$ cat src/rtl/microseq_pkg.sv
// microseq_pkg: shared types and constants for the microcode sequencer.
//   - seq_state_e : sequencer FSM states
//   - cond_e      : encodings of the 2-bit ROM condition field
//   - default highest microaddress and halt opcode
//   - opcode -> microaddress dispatch table
package microseq_pkg;

    typedef enum logic [1:0] {
        StIdle   = 2'd0,
        StRun    = 2'd1,
        StWait   = 2'd2,
        StHalted = 2'd3
    } seq_state_e;

    typedef enum logic [1:0] {
        CondAlways  = 2'd0,  // unconditional jump
        CondZero    = 2'd1,  // jump if ALU zero flag set
        CondNotZero = 2'd2,  // jump if ALU zero flag clear
        CondGo      = 2'd3   // wait for external go, then jump
    } cond_e;

    localparam int unsigned UCODE_LAST_DFLT = 74;
    localparam logic [7:0]  HALT_OPC_DFLT   = 8'hFF;

    localparam int unsigned DISPATCH_N = 12;

    localparam logic [7:0] DISPATCH_OPC [DISPATCH_N] = '{
        8'h01, 8'h02, 8'h03, 8'h04, 8'h05, 8'h06,
        8'h07, 8'h08, 8'h09, 8'h0A, 8'h0B, 8'h0C
    };

    localparam logic [6:0] DISPATCH_ADDR [DISPATCH_N] = '{
        7'd3,  7'd7,  7'd11, 7'd15, 7'd20, 7'd28,
        7'd37, 7'd41, 7'd45, 7'd48, 7'd51, 7'd63
    };

endpackage

$ cat src/rtl/microseq_dispatch.sv
// microseq_dispatch: combinational opcode -> microaddress lookup.
//   opcode : instruction opcode to decode
//   addr   : entry microaddress for the opcode (0 when not found)
//   valid  : opcode is present in the dispatch table
module microseq_dispatch
    import microseq_pkg::*;
(
    input  logic [7:0] opcode,
    output logic [6:0] addr,
    output logic       valid
);

    always_comb begin
        addr  = '0;
        valid = 1'b0;
        for (int i = 0; i < DISPATCH_N; i++) begin
            if (opcode == DISPATCH_OPC[i]) begin
                addr  = DISPATCH_ADDR[i];
                valid = 1'b1;
            end
        end
    end

endmodule

$ cat src/rtl/microseq.sv
// microseq: microcode sequencer producing the ROM microaddress each cycle.
//   clk, rstn       : clock, asynchronous active-low reset
//   start           : level request to begin execution at microaddress 0
//   stall           : freezes the sequencer while high
//   condition, BT,
//   jump_addr       : control fields of the current microword
//   z_flag, go      : ALU zero flag, external-event qualifier
//   ir_opcode       : current instruction opcode (dispatch source)
//   reg_out         : {9'b0, upc}, microaddress to the ROM
//   busy            : in RUN or WAIT
//   done            : one-cycle pulse on a normal halt
//   err             : illegal opcode / out-of-range address, sticky until start
module microseq
    import microseq_pkg::*;
#(
    parameter int unsigned UCODE_LAST = UCODE_LAST_DFLT,
    parameter logic [7:0]  HALT_OPC   = HALT_OPC_DFLT
) (
    input  logic        clk,
    input  logic        rstn,
    input  logic        start,
    input  logic        stall,
    input  logic [1:0]  condition,
    input  logic        BT,
    input  logic [6:0]  jump_addr,
    input  logic        z_flag,
    input  logic        go,
    input  logic [7:0]  ir_opcode,
    output logic [15:0] reg_out,
    output logic        busy,
    output logic        done,
    output logic        err
);

    // Candidate addresses are carried in 8 bits so that 127+1 stays visible as out of range.
    localparam logic [7:0] UcodeLastW = 8'(UCODE_LAST);

    seq_state_e state_q, state_d;
    logic [6:0] upc_q, upc_d;
    logic       err_q, err_d;
    logic       done_q, done_d;

    logic [6:0] disp_addr;
    logic       disp_valid;
    logic [7:0] upc_inc;
    logic [7:0] next_addr;
    logic       take;

    microseq_dispatch u_dispatch (
        .opcode (ir_opcode),
        .addr   (disp_addr),
        .valid  (disp_valid)
    );

    assign upc_inc = {1'b0, upc_q} + 8'd1;

    // State register
    always_ff @(posedge clk or negedge rstn) begin
        if (!rstn) begin
            state_q <= StIdle;
            upc_q   <= '0;
            err_q   <= 1'b0;
            done_q  <= 1'b0;
        end else begin
            state_q <= state_d;
            upc_q   <= upc_d;
            err_q   <= err_d;
            done_q  <= done_d;
        end
    end

    // Next-state logic
    always_comb begin
        state_d   = state_q;
        upc_d     = upc_q;
        err_d     = err_q;
        done_d    = 1'b0;
        next_addr = '0;
        take      = 1'b0;

        unique case (state_q)
            StIdle: begin
                upc_d = '0;
                if (start) begin
                    state_d = StRun;
                    err_d   = 1'b0;
                end
            end

            StRun: begin
                // Stall wins over every event; they are re-evaluated once it drops.
                if (!stall) begin
                    if (BT) begin
                        if (ir_opcode == HALT_OPC) begin
                            state_d = StHalted;
                            upc_d   = '0;
                            done_d  = 1'b1;
                        end else if (!disp_valid) begin
                            state_d = StHalted;
                            upc_d   = '0;
                            err_d   = 1'b1;
                        end else begin
                            next_addr = {1'b0, disp_addr};
                            take      = 1'b1;
                        end
                    end else begin
                        unique case (cond_e'(condition))
                            CondAlways: begin
                                next_addr = {1'b0, jump_addr};
                                take      = 1'b1;
                            end
                            CondZero: begin
                                next_addr = z_flag ? {1'b0, jump_addr} : upc_inc;
                                take      = 1'b1;
                            end
                            CondNotZero: begin
                                next_addr = !z_flag ? {1'b0, jump_addr} : upc_inc;
                                take      = 1'b1;
                            end
                            CondGo: begin
                                if (go) begin
                                    next_addr = {1'b0, jump_addr};
                                    take      = 1'b1;
                                end else begin
                                    state_d = StWait;
                                end
                            end
                        endcase
                    end
                end
            end

            StWait: begin
                if (go && !stall) begin
                    next_addr = {1'b0, jump_addr};
                    take      = 1'b1;
                    state_d   = StRun;
                end
            end

            StHalted: begin
                upc_d = '0;
                if (!start) begin
                    state_d = StIdle;
                end
            end

            default: begin
                state_d = StIdle;
                upc_d   = '0;
            end
        endcase

        if (take) begin
            if (next_addr > UcodeLastW) begin
                state_d = StHalted;
                upc_d   = '0;
                err_d   = 1'b1;
            end else begin
                upc_d = next_addr[6:0];
            end
        end
    end

    // Outputs
    always_comb begin
        reg_out = {9'b0, upc_q};
        busy    = (state_q == StRun) || (state_q == StWait);
        done    = done_q;
        err     = err_q;
    end

endmodule

$ cat config.mk
export PLATFORM = sky130hd
export DESIGN_NAME = microseq
export DESIGN_NICKNAME = d
export VERILOG_FILES = /design/src/rtl/microseq_pkg.sv /design/src/rtl/microseq_dispatch.sv /design/src/rtl/microseq.sv
export SDC_FILE = /design/constraint.sdc
export NUM_CORES = 1
export LEC_CHECK = 0
export CAP_MARGIN = 15
export CORE_MARGIN = 4
export CORE_UTILIZATION = 47
export CTS_CLUSTER_SIZE = 10
export DETAILED_ROUTE_END_ITERATION = 10
export PLACE_DENSITY = 0.89
export SETUP_SLACK_MARGIN = 0.1
export SLEW_MARGIN = 25
export SYNTH_ARGS = -nofsm -noshare
export SYNTH_HDL_FRONTEND = slang
export SYNTH_SLANG_ARGS = --single-unit
$ cat constraint.sdc
create_clock -name clk -period 2.6 [get_ports clk]
set_input_delay 0.26 -clock clk [delete_from_list [all_inputs] [get_ports clk]]
set_output_delay 0.26 -clock clk [all_outputs]
set_load 0.01 [all_outputs]
# Word-level counts from Yosys, hierarchy flattened
# Index checks and enable logic that the tools add are counted.
word_totals:
  ff_bits: 11
  latchBits: 0
  mem_bits_rw: 0
  mem_bits_ro: 0
  in_bits: 24
  output_inout_bits: 19
  elab_cells: 110
  memories: 0
classes:
  add_sub_neg: 1
  multipliers: 0
  div_mod_pow: 0
  n_lt_le_gt_ge: 1
  eq_ne: 22
  shifts: 0
  mux: 73
  bitwise: 0
  reduce_logical: 9
op_table:
  columns: ["cell", "count"]
  rows:
  - ["$mux 7", 10]
  - ["$eq 8x4->1 const B", 5]
  - ["$mux 6", 6]
  - ["$eq 8x3->1 const B", 4]
  - ["$mux 8", 4]
  - ["$pmux 8 s4", 1]
  - ["$mux 1", 29]
  - ["$mux 2", 12]
  - ["$eq 8x2->1 const B", 2]
  - ["$pmux 8 s2", 1]
  - ["$pmux 7 s2", 1]
  - ["$mux 5", 2]
  - ["$add 7x1->8 const B", 1]
  - ["$eq 2x2->1 const B", 4]
  - ["$eq 8x1->1 const B", 1]
  - ["$eq 8x8->1 const B", 1]
  - ["$gt 8x7->1 const B", 1]
  - ["$mux 4", 2]
  - ["$pmux 2 s4", 1]
  - ["$ne 3x3->1 const B", 2]
  - ["$pmux 1 s2", 3]
  - ["$eq 2x1->1 const B", 2]
  - ["$logic_not 2->1", 2]
  - ["$ne 4x4->1 const B", 1]
  - ["other kinds (8)", 8]

# Depth between registers and ports, before layout
# Gate-level depths: netlist of the first run.
logic_depth:
  depth_word: 21
  mapped_depth: 9
  depth_no_buf: 9

# By module
# A second synthesis of the first run with hierarchy kept.
unflattened:
  hier_cells: 208
  area_unflattened_um2: 1597.8
modules_own_cells:
  columns: ["mod", "n_inst", "cells_per_inst", "area_per_inst_um2", "seq_area_each_um2"]
  rows:
  - ["microseq", 1, 170, 1351.3, 275.3]
  - ["microseq_dispatch", 1, 38, 246.5, 0.0]

# Worst setup path after synthesis of the first run
# No wires, ideal clock.
synth_path:
  path_type: "register to register"
  from: "register state_q[1]"
  to: "register state_q[1]"
  setup_time_ns: 0.132
  arrival_ns: 2.119
  required_time_ns: 2.468
  path_slack_ns: 0.349
  stages_incl_launch_ff: 10
  path_buffers: 0
  period_less_slack_ns: 2.251
  cell_sequence: "dfrtp_1 -> inv_1 -> ha_1 -> nand2b_1 -> a211oi_1 -> or2_2 -> o2bb2ai_1 -> nor3_1 -> a31oi_2 -> or3b_1"
synth_via:
  elab_chain_len: 7
  elab_cells_between_ends: 19
  classes_between: "1 x order compare; 3 x eq/ne; 14 x mux; 1 x reduce/logical"
synth_lines:
  columns: ["item", "line_no", "source"]
  rows:
  - ["start: declaration", "microseq.sv:38", "seq_state_e state_q, state_d;"]
  - ["start signal: assignment", "microseq.sv:60", "state_q <= StIdle;"]
  - ["start signal: assignment", "microseq.sv:65", "state_q <= state_d;"]
  - ["parallel branches: the longest is 6 deep, another holds $gt 8x7->1", null, null]
  - ["$mux 2 (*)", "microseq.sv:154", "if (take) begin"]
  - ["via state_d[1]", "microseq.sv:38", null]
# Mark *: on every way through the listed nets, which the timed path passes.
# A chain may end at the register's enable or synchronous reset.

# Worst setup path in the final report of the first run
layout_path:
  from: "register state_q[1]"
  to: "register upc_q[3]"
layout_via:
  elab_chain_len: 5
  elab_cells_between_ends: 16
  classes_between: "1 x order compare; 6 x eq/ne; 5 x mux; 4 x reduce/logical"
layout_lines:
  columns: ["item", "line_no", "source"]
  rows:
  - ["$eq 2x2->1 or $eq 2x1->1 (tied branches)", "microseq.sv:81", "unique case (state_q)"]
  - ["$pmux 8 s2", "microseq.sv:81", null]
  - ["$gt 8x7->1", "microseq.sv:155", "if (next_addr > UcodeLastW) begin"]
  - ["$mux 7", "microseq.sv:155", null]
  - ["$mux 7", "microseq.sv:154", null]
  - ["end signal: assignment", "microseq.sv:66", "upc_q <= upc_d;"]
  - ["end: declaration", "microseq.sv:39", "logic [6:0] upc_q, upc_d;"]
# Several ways; a longest one is shown, not always the timed one.

==> qor.txt, run 1 <==
================================================================================
Number of DRC markers after the initial detailed-route iteration ..           63
Root Buffer ....................................................... sky130_fd_sc_hd__clkbuf_4
Cts bufs inserted .................................................            3
Internal Pwr Total ................................................       667 µW
Aggregate global routing overflow .................................            0
Global routing usage summed across all routing layers .............        20.7%
Post-route antenna net violation count ............................            0
Routability-driven placement congestion ratio .....................        0.880
Final hold violation count ........................................            0
Ys flop type ...................................................... sky130_fd_sc_hd__dfrtp_1
Nature of the critical path endpoint ..............................    flip-flop
P per Cell Area ...................................................   652 nW/µm²
Worst Reg2Reg Path Length in Cells ................................           10
Fraction of synthesized cell area taken by the top area cell type .        20.2%
Total number of placement rows ....................................           19
Net switching share of the total power ............................        45.4%
Vias after detailed routing .......................................         1532
DR vias/cell ......................................................         5.83
Run status ........................................................    completed
Core box area .....................................................     2760 µm²
Clock Skews .......................................................     0.402 ps
Startpoint of the most critical register-to-register path .........   state_q[1]
Clock Pin Slew Worst Setup and Hold Paths .........................        60 ps
Max-Slew Margin vs Limit ..........................................        61.2%
Area taken by multi-input logic gates .............................     1010 µm²
Clock insertion delay at the later pin of the skew report .........       270 ps
Critical Path Source Type .........................................    flip-flop
Worst reg2reg path endpoint .......................................     upc_q[3]
Global-route wire length before repair ............................      6.00 mm
Syn Std Cell Area .................................................     1360 µm²
Share of synthesized area occupied by flip-flops and latches ......        20.2%
Number of inserted diodes .........................................            0
Critical path data arrival time ...................................      2510 ps
Number of warnings printed during yosys synthesis .................            0
Number of enable flip-flop cells after synthesis ..................            0
Minimum period implied by the final worst setup slack .............      2350 ps
Drt first pass iters ..............................................            4
Critical path capture point .......................................     upc_q[3]
Total chip power ..................................................      1220 µW
Classification of the worst setup path ............................ flip-flop to flip-flop
Number of endpoints failing setup at the final stage ..............            0
Critical path required time .......................................      2750 ps
Area of all sequential standard cells .............................      275 µm²
Cell types with the largest area share after synthesis ............ sky130_fd_sc_hd__dfrtp_1 20%, sky130_fd_sc_hd__nand2_1 6.6%, sky130_fd_sc_hd__buf_4 5.0%
Maximum Capacitance Violations ....................................            0
Count of buffers inserted at the top-level ports ..................           33
Achievable frequency ..............................................      425 MHz
Wire length after detailed routing ................................      3.79 mm
Initial antenna violation count ...................................            0
Count of different cell masters after synthesis ...................           55
TritonCTS clock tree ..............................................         done
Post-route worst hold slack .......................................       314 ps
Post-route fraction of the period consumed by the critical path ...        90.5%
Number of H-tree levels ...........................................            1
Area growth from synthesis to layout ..............................        37.5%
Max-slew violation total from the final report ....................            0
Mean instance size in the synthesized netlist .....................     7.56 µm²
Number of fillers in the final layout .............................          232
Maximum fanout along the worst path ...............................            7
Share of power burned in registers ................................        24.9%
Count of state elements after synthesis ...........................           11
Die area ..........................................................     3820 µm²
Initial standard-cell utilization of the core .....................        49.4%
Avg WL per Cell ...................................................      14.4 µm
Pin count of the biggest net entering global routing ..............           13
Cell type contributing the most total cell area after synthesis ... sky130_fd_sc_hd__dfrtp_1
Share of post-route cells with drive strength above 1 .............        15.9%
Number of clock sinks seen by CTS .................................           11
Clock share of power ..............................................         9.4%
Register-to-register setup slack ..................................       250 ps
Async SR Flop Fraction ............................................         100%
Top-level I/O count ...............................................           43
Via count of the first global-routing pass ........................         1421
HP Class .......................................................... primary input to asynchronous set/reset pin
Clock Tree Buf Depth ..............................................            2
Die outline height ................................................      61.8 µm
Max VDD drop ......................................................   0.000689 V
Post-Route Utilization ............................................        67.9%
Lkg Pwr ...........................................................  0.000764 µW
Share of power burned in combinational logic ......................        65.7%
Transition time at the pin with the least slew margin .............       581 ps
Post-detailed-route DRC marker count ..............................            0
DPL Wire Length ...................................................      3.12 mm
Psw ...............................................................       554 µW
Net count, final ..................................................          262
Total Negative Setup Slacks .......................................         0 ps
Count of mapped cells out of synthesis ............................          180
Die Wd ............................................................      61.8 µm
Worst setup path start ............................................   state_q[1]
RSZ-0062 raised after global routing ..............................           no
================================================================================
[what timing repair did]
action,CTS,global route
hold buffers,0,0
endpoints found under the setup margin,0,9
resized for setup,0,2
buffers inserted,0,2
[sequential cells by signal, indices dropped and copies added (netlist names)]
| signal | cells |
|---|---|
| err | 1 |
| state_q | 2 |
| done | 1 |
| upc_q | 7 |
[cells by family (layout without fill, tap and decap cells)]
| kind of cell | after synthesis | after routing | synth area share (%) |
|---|---|---|---|
| multiplexers | 3 | 3 | 2.30 |
| flip-flops | 11 | 11 | 20.2 |
| XOR/XNOR | 5 | 5 | 3.22 |
| other | 1 | 9 | 0.275 |
| AND/OR/NAND/NOR | 77 | 77 | 30.1 |
| buffers and inverters | 21 | 65 | 8.36 |
| adder cells (fa/ha/maj) | 5 | 5 | 4.60 |
| AO/OA/AOI/OAI | 57 | 57 | 31.0 |
[power by group through the flow]
stage	registers (µW)	clock network [µW]	logic (µW)
floorplan	311	0	439
finish	304	115	803
CTS	310	117	765
detailed placement	313	0	762
global route	312	127	865
global placement	307	0	741
[critical path, stage by stage, from the launching register on]
cell                        delay [ps]
sky130_fd_sc_hd__dfrtp_1           380
sky130_fd_sc_hd__inv_1             100
sky130_fd_sc_hd__ha_1              260
sky130_fd_sc_hd__nand2b_1          120
sky130_fd_sc_hd__buf_4             160
sky130_fd_sc_hd__a211o_2           310
sky130_fd_sc_hd__o2bb2ai_1         330
sky130_fd_sc_hd__o41ai_2           130
sky130_fd_sc_hd__a31oi_2           180
sky130_fd_sc_hd__buf_4             180
sky130_fd_sc_hd__o21ai_0            90
[synthesized netlist by cell type (2+ instances only)]
master and instances:
sky130_fd_sc_hd__nand3_1 9, sky130_fd_sc_hd__or3b_1 3, sky130_fd_sc_hd__or2_2 3, sky130_fd_sc_hd__xnor2_1 2, sky130_fd_sc_hd__a221o_1 2, sky130_fd_sc_hd__xor2_1 3
sky130_fd_sc_hd__o22ai_1 2, sky130_fd_sc_hd__nand3b_1 6, sky130_fd_sc_hd__buf_4 9, sky130_fd_sc_hd__and3_1 2, sky130_fd_sc_hd__a21oi_1 9, sky130_fd_sc_hd__o31ai_1 6
sky130_fd_sc_hd__ha_1 5, sky130_fd_sc_hd__a21boi_0 2, sky130_fd_sc_hd__a22oi_1 3, sky130_fd_sc_hd__a31o_2 2, sky130_fd_sc_hd__nand4_1 3, sky130_fd_sc_hd__dfrtp_1 11
sky130_fd_sc_hd__o2bb2ai_1 2, sky130_fd_sc_hd__inv_1 6, sky130_fd_sc_hd__nand2_1 24, sky130_fd_sc_hd__or3_1 4, sky130_fd_sc_hd__clkbuf_1 4, sky130_fd_sc_hd__nand2b_1 7
sky130_fd_sc_hd__nor2_1 7, sky130_fd_sc_hd__mux2i_1 2, sky130_fd_sc_hd__nor2b_1 4, sky130_fd_sc_hd__o21ai_0 10, sky130_fd_sc_hd__a211oi_1 2
[worst min path at each step]
stage,start,to,slack (ps)
4_1_cts,rstn,state_q[0],320
6_report,rstn,state_q[0],310
2_1_floorplan,rstn,done,-40
3_5_place_dp,upc_q[5],upc_q[5],540
3_3_place_gp,err,err,540
5_1_grt,rstn,state_q[0],350
[routing by layer]
metal  GRT usage, %  routed length [µm]  up-vias
met4           6.97                 102        0
met1           25.2                1570      695
met3           3.51                 241       12
met2           36.6                1870       61
met5              0                   0        -
li1               -                   -      764
[layout make-up]
| type | count | area share [%] |
|---|---|---|
| multi-input cells | 156 | 54.1 |
| repair buffers | 55 | 26.5 |
| inverters | 6 | 1.20 |
| well taps | 31 | 2.07 |
| flip-flops and latches | 11 | 14.7 |
| clock buffers | 4 | 1.40 |
[cells in the final DEF, fill, tap and decap left out, types with 3 or more instances in the layout]
cell | Yosys | layout
sky130_fd_sc_hd__nand3_1 | 9 | 9
sky130_fd_sc_hd__dfrtp_1 | 11 | 11
sky130_fd_sc_hd__or2_2 | 3 | 3
sky130_fd_sc_hd__ha_1 | 5 | 5
sky130_fd_sc_hd__clkbuf_4 | 0 | 3
sky130_fd_sc_hd__conb_1 | 1 | 9
sky130_fd_sc_hd__or3b_1 | 3 | 3
sky130_fd_sc_hd__clkdlybuf4s50_1 | 0 | 33
sky130_fd_sc_hd__xor2_1 | 3 | 3
sky130_fd_sc_hd__nand2_1 | 24 | 24
sky130_fd_sc_hd__nand2b_1 | 7 | 7
sky130_fd_sc_hd__nand4_1 | 3 | 3
sky130_fd_sc_hd__nor2b_1 | 4 | 4
sky130_fd_sc_hd__buf_4 | 9 | 22
sky130_fd_sc_hd__o21ai_0 | 10 | 10
sky130_fd_sc_hd__or3_1 | 4 | 4
sky130_fd_sc_hd__inv_1 | 6 | 6
sky130_fd_sc_hd__a22oi_1 | 3 | 3
sky130_fd_sc_hd__nand3b_1 | 6 | 6
sky130_fd_sc_hd__nor2_1 | 7 | 7
sky130_fd_sc_hd__a21oi_1 | 9 | 9
sky130_fd_sc_hd__o31ai_1 | 6 | 6
[through the flow]
stage                     instances  instance area [µm²]  worst slack, ps
after floorplan                 188                 1390              349
after global placement          257                 1820             68.5
after detailed placement        257                 1820             12.0
after CTS                       261                 1850              138
after global routing            263                 1870              118
final                           263                 1870              246
(Power assumes the default switching activity.)
==> run 2: changes to the inputs <==
--- a/config.mk
+++ b/config.mk
@@ -6,11 +6,13 @@
 export NUM_CORES = 1
 export LEC_CHECK = 0
 export CAP_MARGIN = 15
+export CORE_ASPECT_RATIO = 1.2
 export CORE_MARGIN = 4
 export CORE_UTILIZATION = 47
 export CTS_CLUSTER_SIZE = 10
 export DETAILED_ROUTE_END_ITERATION = 10
 export PLACE_DENSITY = 0.89
+export REMOVE_ABC_BUFFERS = 1
 export SETUP_SLACK_MARGIN = 0.1
 export SLEW_MARGIN = 25
 export SYNTH_ARGS = -nofsm -noshare
==> constraint.sdc (replaced) <==
create_clock -name clk -period 2.6 [get_ports clk]
set_input_delay 0.52 -clock clk [delete_from_list [all_inputs] [get_ports clk]]
set_output_delay 0.52 -clock clk [all_outputs]
set_load 0.01 [all_outputs]
==> run 2 against run 1 <==
  * First-iteration DRC count increased by 98%
  * Non-clock buffer count grew 23
  * Routed wire length up 36%
  * Highest routed layer unchanged
  * Via count up 16%
  * Critical path type is now primary input to flip-flop
  * Sequential power is 4% lower
  * Clock power is essentially flat
==> qor.txt, run 2 (synthesized netlist as in run 1, its figures left out) <==
===============================================================================
Run status .......................................................    completed
Startpoint of the most critical register-to-register path ........   state_q[1]
Max-Slew Margin vs Limit .........................................        66.1%   +4.9 points
Registers with the highest flip-flop counts ...................... upc_q x7, state_q x2
Post-route fraction of the period consumed by the critical path ..        96.6%   +6.0 points
Cts bufs inserted ................................................            3   unchanged
Number of H-tree levels ..........................................            1   unchanged
Biggest register .................................................        upc_q
Clock Tree Buf Depth .............................................            2   unchanged
Die Wd ...........................................................      57.1 µm   -7.6%
Wire length after detailed routing ...............................      5.15 mm   +36%
Cell Count, Final, Fillers Out ...................................          290   +10%
HP Class ......................................................... flip-flop to flip-flop
Post-detailed-route DRC marker count .............................            0   unchanged
Clock insertion delay at the later pin of the skew report ........       270 ps   about the same
Initial antenna violation count ..................................            0   unchanged
Critical Path Slowest Stage Cell ................................. sky130_fd_sc_hd__or3b_4
Register-to-register setup slack .................................       170 ps   -80 ps
Worst reg2reg path endpoint ......................................   state_q[0]
Worst Hold Endpoint ..............................................          err
Count of buffers inserted at the top-level ports .................           33   unchanged
Critical path required time ......................................      2760 ps   about the same
Global-route wire length before repair ...........................      7.61 mm   +27%
Pin count of the biggest net entering global routing .............           13   unchanged
RSZ-0062 raised after global routing .............................           no
Global routing usage summed across all routing layers ............        24.9%   +4.2 points
Total number of placement rows ...................................           21   +2
Most common cell after layout, fill and taps aside ............... sky130_fd_sc_hd__buf_4
Critical-path cell list .......................................... dlygate4sd2_1, or3b_4, a211o_4, a21o_1, a21boi_2, o41ai_4, a31oi_4, buf_4, o31ai_1
Number of inserted diodes ........................................            0   unchanged
DR vias/cell .....................................................         6.11   +4.9%
Aggregate global routing overflow ................................            0   unchanged
Final worst setup slack ..........................................      89.3 ps   -157 ps
Routability-driven placement congestion ratio ....................         1.00   +14%
Post-route worst hold slack ......................................       524 ps   +210 ps
Core box area ....................................................     2790 µm²   +1.0%
Clock Skews ......................................................      7.75 ps   +7.35 ps
Maximum fanout along the worst path ..............................            6   -1
Root Buffer ...................................................... sky130_fd_sc_hd__clkbuf_4
Placed instance count ............................................          280   +8.9%
Vias after detailed routing ......................................         1772   +16%
Net count, final .................................................          286   +9.2%
Post-route antenna net violation count ...........................            0   unchanged
Classification of the worst setup path ........................... primary input to flip-flop
P per Cell Area ..................................................   642 nW/µm²   -1.7%
Max VDD drop .....................................................   0.000602 V   -13%
Commonest cells after routing, fill and taps aside ............... 44 x sky130_fd_sc_hd__buf_4, 24 x sky130_fd_sc_hd__nand2_1, 22 x sky130_fd_sc_hd__clkdlybuf4s50_1
Nature of the critical path endpoint .............................    flip-flop
Die outline height ...............................................      67.0 µm   +8.3%
Max-slew violation total from the final report ...................            0   unchanged
Via count of the first global-routing pass .......................         1689   +19%
Number of endpoints failing setup at the final stage .............            0   unchanged
Drt first pass iters .............................................            4   unchanged
Avg WL per Cell ..................................................      17.7 µm   +23%
Clock Pin Slew Worst Setup and Hold Paths ........................        70 ps   about the same
Number of flip-flops under the largest register name .............            7   unchanged
Number of clock sinks seen by CTS ................................           11   unchanged
Critical Path Source Type ........................................ primary input
Minimum period implied by the final worst setup slack ............      2510 ps   +157 ps
Hold Crit Depth ..................................................            2
Area growth from synthesis to layout .............................        61.0%
Worst Reg2Reg Path Length in Cells ...............................           10   unchanged
Share of post-route cells with drive strength above 1 ............        28.5%   +13 points
DPL Wire Length ..................................................      3.53 mm   +13%
Number of fillers in the final layout ............................          196   -16%
Final hold violation count .......................................            0   unchanged
Worst path max stage delay .......................................       440 ps   +60 ps
Number of DRC markers after the initial detailed-route iteration .          125   +98%
Initial standard-cell utilization of the core ....................        48.9%   -0.49 points
Hold path startpoint .............................................          err
Top-level I/O count ..............................................           43   unchanged
Lkg Pwr ..........................................................  0.000941 µW   +23%
Maximum Capacitance Violations ...................................            0   unchanged
Transition time at the pin with the least slew margin ............       506 ps   -75.0 ps
Critical path data arrival time ..................................      2670 ps   +160 ps
Worst-case setup slack after placement ...........................      -423 ps   -435 ps
Die area .........................................................     3830 µm²   about the same
TritonCTS clock tree .............................................         done
Total chip power .................................................      1410 µW   +15%
Achievable frequency .............................................      398 MHz   -6.2%
===============================================================================
-- run 2: changes by cell type in the layout (fill, tap and decap cells not counted), moves of 2 or more --
cell / change
sky130_fd_sc_hd__a31oi_4: +2
sky130_fd_sc_hd__buf_4: +22
sky130_fd_sc_hd__clkdlybuf4s50_1: -11
sky130_fd_sc_hd__dlygate4sd2_1: +9
sky130_fd_sc_hd__dlymetal6s2s_1: +2
sky130_fd_sc_hd__nor2_1: -2
sky130_fd_sc_hd__nor2_4: +2
sky130_fd_sc_hd__o21ai_0: -2
sky130_fd_sc_hd__o21ai_1: +2
-- run 2: worst max-delay path, delay by kind of cell --
kind	cells	cell delay (ps)
simple gates	1	440
compound gates	6	1220
buf+inv	2	470
-- run 2: stage by stage --
step | utilization (%) | setup TNS (ps) | area, µm²
global route | 78.7 | 0 | 2190
global placement | 70.8 | -2510 | 1970
finish | 78.7 | 0 | 2190
detailed placement | 70.8 | -3610 | 1970
floorplan | - | 0 | 1300
CTS | 74.7 | 0 | 2080
-- run 2: worst max path at each step --
stage                 start         end  depth (start not counted)
6_report       condition[0]    upc_q[1]                          9
5_1_grt              z_flag    upc_q[1]                          9
4_1_cts          state_q[1]  state_q[0]                          9
3_5_place_dp   condition[1]  state_q[0]                          8
3_3_place_gp   condition[0]    upc_q[3]                          8
2_1_floorplan    state_q[1]  state_q[1]                          9
-- run 2: layout make-up --
type	instances	area, µm²	share of cell area [%]
Tap cell	34	42.5	1.94
Inverter	6	22.5	1.03
Timing Repair Buffer	78	666	30.4
Sequential cell	11	275	12.6
Clock buffer	4	26.3	1.20
Multi-Input combinational cell	157	1160	52.9
-- run 2: routing by layer --
| metal | wire, µm | vias up | global-route usage, % |
|---|---|---|---|
| met1 | 1890 | 838 | 27.6 |
| met5 | 0 | - | 0 |
| met2 | 2680 | 100 | 46.9 |
| met3 | 395 | 24 | 3.68 |
| met4 | 175 | 0 | 9.57 |
| li1 | - | 810 | - |
-- run 2: power by group --
| group | switching [µW] | total, µW | internal (µW) | leakage, µW |
|---|---|---|---|---|
| combinational | 528 | 998 | 470 | 0.000779 |
| clock | 56.8 | 116 | 59.3 | 0.0000150 |
| sequential | 62.9 | 292 | 229 | 0.000147 |
-- run 2: timing repair --
item                       in CTS  in global routing
hold buffers                    0                  0
setup endpoints to repair      10                 10
setup buffers                   1                  4
pin swaps                       7                 14
resized for setup              22                 17
gates cloned                    1                  0
